File: config.mk
export PLATFORM = sky130hd
export DESIGN_NAME = register_c0_d0
export DESIGN_NICKNAME = d
export VERILOG_FILES = /design/src/rtl/register_c0_d0_pkg.sv /design/src/rtl/des_half_reg.sv /design/src/rtl/register_c0_d0.sv
export SDC_FILE = /design/constraint.sdc
export NUM_CORES = 1
export LEC_CHECK = 0
export ABC_CLOCK_PERIOD_IN_PS = 800
export BUFFER_PORTS_ARGS = -buffer_cell sky130_fd_sc_hd__buf_4
export CORE_ASPECT_RATIO = 2
export CORE_MARGIN = 4
export CORE_UTILIZATION = 39
export DETAILED_ROUTE_END_ITERATION = 10
export PLACE_DENSITY = 0.75
export SYNTH_ARGS = -nofsm -noshare
export SYNTH_HDL_FRONTEND = slang
export SYNTH_SLANG_ARGS = --single-unit
File: constraint.sdc
create_clock -name Clk -period 0.8 [get_ports Clk]
set_input_delay 0.08 -clock Clk [delete_from_list [all_inputs] [get_ports Clk]]
set_output_delay 0.08 -clock Clk [all_outputs]
set_load 0.01 [all_outputs]
File: src/rtl/register_c0_d0_pkg.sv
// Shared DES key-schedule constants: key-half width and the value
// the C/D registers take on reset. Also used by the shift/PC-2 stages.
package register_c0_d0_pkg;

  localparam int KEY_HALF_W = 28;
  localparam logic [KEY_HALF_W-1:0] KEY_HALF_RESET = '0;

  // Pack C and D into one word, C in the upper half.
  function automatic logic [2*KEY_HALF_W-1:0] pack_cd(
    input logic [KEY_HALF_W-1:0] c,
    input logic [KEY_HALF_W-1:0] d
  );
    return {c, d};
  endfunction

endpackage

File: src/rtl/des_half_reg.sv
// Generic key-half register: loads every edge, synchronous active-high reset.
module des_half_reg #(
  parameter int             W       = 28,
  parameter logic [W-1:0]   RST_VAL = '0
) (
  input  logic         Clk,
  input  logic         Reset,
  input  logic [W-1:0] d,
  output logic [W-1:0] q
);

  // Reset wins over data, so unknown data during reset never reaches q.
  always_ff @(posedge Clk) begin
    if (Reset) q <= RST_VAL;
    else       q <= d;
  end

endmodule

File: src/rtl/register_c0_d0.sv
// Registers the C0/D0 halves coming out of permuted choice 1; both halves
// share one clock and reset, so they always move on the same edge.
module register_c0_d0
  import register_c0_d0_pkg::*;
#(
  parameter int                HALF_W    = KEY_HALF_W,
  parameter logic [HALF_W-1:0] RESET_VAL = HALF_W'(KEY_HALF_RESET)
) (
  input  logic              Clk,
  input  logic              Reset,
  input  logic [HALF_W-1:0] C0,
  input  logic [HALF_W-1:0] D0,
  output logic [HALF_W-1:0] C0_out,
  output logic [HALF_W-1:0] D0_out
);

  des_half_reg #(
    .W       (HALF_W),
    .RST_VAL (RESET_VAL)
  ) u_c_reg (
    .Clk   (Clk),
    .Reset (Reset),
    .d     (C0),
    .q     (C0_out)
  );

  des_half_reg #(
    .W       (HALF_W),
    .RST_VAL (RESET_VAL)
  ) u_d_reg (
    .Clk   (Clk),
    .Reset (Reset),
    .d     (D0),
    .q     (D0_out)
  );

endmodule

==> metrics.md <==
| Metric | Value |
|---|---|
| Minimum clock period after layout | `829 ps` |
| Count of filler cells inserted in the layout | `188` |
| Wire length of the first global-routing pass | `7820 µm` |
| Number of max-cap violations | `0` |
| Portion of total power attributed to the clock network | `28.0%` |
| Post-DP HPWL | `3070 µm` |
| Placed cell areas | `2520 µm²` |
| Worst Hold Depth | `2` |
| Fraction of power consumed by sequential logic | `53.8%` |
| # nets final | `341` |
| Die Footprint | `5280 µm²` |
| Top cell type's share of synthesized area | `69.6%` |
| Distinct cell type count after synthesis | `5` |
| Net count after synthesis | `176` |
| Count of nets left with antenna violations after detail routing | `0` |
| Hold slack final | `-4.04 ps` |
| Slew margin rel. | `92.4%` |
| Worst-margin pin slew | `114 ps` |
| Number of endpoints failing setup at the final stage | `56` |
| Via count of the first global-routing pass | `1,671` |
| Net switching power of the design | `0.00126 W` |
| Core Rows | `32` |
| Maximum buffer depth of the clock tree | `2` |
| Placeable core region | `3920 µm²` |
| Horizontal die dimension | `53.4 µm` |
| Fraction of synthesis flops using an asynchronous set or reset pin | `0%` |
| Area leader, netlist | `dfxtp_1` |
| Synth Instances | `118` |
| Signal arrival time at the worst endpoint | `750 ps` |
| IR Drop Worst-Case VDD | `1.53 mV` |
| Setup TNS Final | `-1030 ps` |
| Mapped cell area | `1610 µm²` |
| Family of cells with the greatest summed delay on the critical path | `flip-flops` |
| Top FF cell, synth | `dfxtp_1` |
| TritonCTS Buffers | `5` |
| Number of enable flip-flop cells after synthesis | `0` |
| Fin cells | `335` |
| Post-Place Cells | `279` |
| Largest fanout of any net on the critical path | `1` |
| Hold Fails Final Rpt | `3` |
| Vias per Instance | `4.15` |
| Number of top-level pins | `114` |
| Residual DRC count | `0` |
| Type of the most critical hold path | `in -> reg` |
| Effective utilization at floorplan | `41.0%` |
| WL/cell | `15.3 µm` |
| Layout Area Growth over Synthesis | `110%` |
| Leakage power of the design | `1.53 nW` |
| Vias after detailed routing | `1,390` |
| Most common cell in the netlist | `dfxtp_1` |
| Critical-path top delay cell | `dfxtp_2` |
| Required time worst endpoint | `720 ps` |
| Worst hold path startpoint | `D0[0]` |
| Number of sinks handled by clock tree synthesis | `56` |
| Cell at the root of the clock tree | `clkbuf_8` |
| RSZ-0062 raised after global routing | `true` |
| RePlAce Congestion | `0.679` |
| Final Worst Setup Slack | `-28.7 ps` |
| Sequential cell area fraction in the yosys report | `69.6%` |
| Violation count after the first detailed-routing iteration | `3` |
| Pre-Repair DR Iteration Count | `4` |
| Deepest level of the CTS H-tree | `2` |
| Average instance area after synthesis | `13.6 µm²` |
| Largest cells by area after synthesis | `dfxtp_1, nor2b_2, nor2b_1` |
| Area of all placed cells without fillers | `3370 µm²` |
| Violations in the final reports | `negative hold slack, negative setup slack` |
| Crit path cell chain | `buf_6` |
| Die Y-Extent | `98.9 µm` |
| Sum of overflow across all layers after global routing | `0` |
| FMAX | `1.21 GHz` |
| Fraction of final layout cells sized beyond drive strength 1 | `73.2%` |
| Final wirelength | `5110 µm` |
| Diodes inserted | `0` |
| Fraction of the cycle the final worst path needs | `104%` |
| Total Routing Usage GR | `20.4%` |
| Clock transition at the registers of the reported paths | `100 ps` |
| Setup Crit Path Kind | `reg -> out` |
| Port bufs | `113` |
| Result of the run | `complete, but fails checks` |
| Total power consumption of the routed design | `0.00564 W` |
| Largest net degree at the start of global routing | `21` |
| Final max-slew violation count | `0` |
| Hold Crit Endpoint | `u_d_reg.q[0]` |
| Number of storage elements in the synthesis netlist | `56` |
| TritonCTS clock tree | `done` |
| Synth Warn # | `0` |
| Pwr per Cell Area | `1670 nW/µm²` |
| Max stage delay on crit path | `330 ps` |
| Sum of buffers and inverters on the critical path | `1` |
| Post-synth top cells | `dfxtp_1, nor2b_2, nor2b_1` |
| Net Sw Frac | `22.3%` |
| Cell-internal power | `0.00438 W` |
| Category of the worst setup path capture point | `primary output` |
| Combinational share of power | `18.2%` |
| Launching element type of the critical path | `flop` |
| Initial antenna violation count | `0` |
[how the worst max path moves through the flow]
stage | startpoint | end | slack, ps | depth (start not counted)
after floorplan | Reset | u_c_reg.q[12] | 300 | 3
after global placement | Reset | u_d_reg.q[21] | 250 | 3
after detailed placement | Reset | u_d_reg.q[27] | 220 | 3
after CTS | u_d_reg.q[25] | D0_out[25] | -40 | 1
after global routing | u_d_reg.q[1] | D0_out[1] | -60 | 1
final | u_d_reg.q[1] | D0_out[1] | -30 | 1
[through the flow]
| stage | util (%) | setup slack [ps] |
|---|---|---|
| 2_1_floorplan | - | 302 |
| 3_3_place_gp | 64.3 | 247 |
| 3_5_place_dp | 64.3 | 221 |
| 4_1_cts | 85.2 | -35.2 |
| 5_1_grt | 86.0 | -55.1 |
| 6_report | 86.0 | -28.7 |
[placed cells by master, fill, tap and decap left out]
| cell type | count |
|---|---|
| nor2b_2 | 31 |
| dfxtp_1 | 3 |
| clkinv_2 | 1 |
| nor2b_1 | 25 |
| dfxtp_2 | 53 |
| buf_12 | 3 |
| buf_6 | 56 |
| dlygate4sd3_1 | 48 |
| buf_4 | 57 |
| inv_6 | 1 |
| clkbuf_8 | 6 |
[what timing repair did]
| item | in CTS | in global routing |
|---|---|---|
| hold buffers | 48 | 0 |
| resized for setup | 85 | 24 |
| endpoints found under the hold margin | 48 | 0 |
| setup endpoints to repair | 56 | 56 |
| gates cloned | 0 | 0 |
| buffers inserted | 0 | 0 |
[registers in the layout, indices dropped and copies added, names as in the netlist]
register	count
u_d_reg.q	28
u_c_reg.q	28
[kinds of logic (layout without fill, tap and decap cells)]
kind of cell | count (synthesis) | after routing | share of synthesized area [%]
DFF | 56 | 56 | 69.6
and+or+nand+nor | 56 | 56 | 26.6
buffers and inverters | 6 | 172 | 3.81
[power by group through the flow]
| stage | registers, W | logic, W | clock network (W) |
|---|---|---|---|
| detailed placement | 0.00304 | 0.000731 | 0 |
| global route | 0.00305 | 0.00110 | 0.00170 |
| global placement | 0.00304 | 0.000718 | 0 |
| finish | 0.00304 | 0.00103 | 0.00158 |
| CTS | 0.00302 | 0.00101 | 0.00162 |
| floorplan | 0.00312 | 0.000184 | 0 |
[layout make-up]
cell class / instances / area [µm²] / area share, %
clock buffer: 6 / 82.6 / 2.45
clock inverter: 2 / 13.8 / 0.408
multi-input combinational: 56 / 428 / 12.7
sequential: 56 / 1190 / 35.2
tap: 51 / 63.8 / 1.89
timing repair buffer: 164 / 1600 / 47.4
[per-layer routing]
layer  vias to the layer above  wire length, µm  track usage [%]
met5                         -                0                0
met4                         0              129             7.48
met3                        11              364             6.05
met2                        67             3130             40.5
met1                       635             1480             17.3
li1                        677                -                -
No activity file was read; power rests on OpenSTA's default activity.
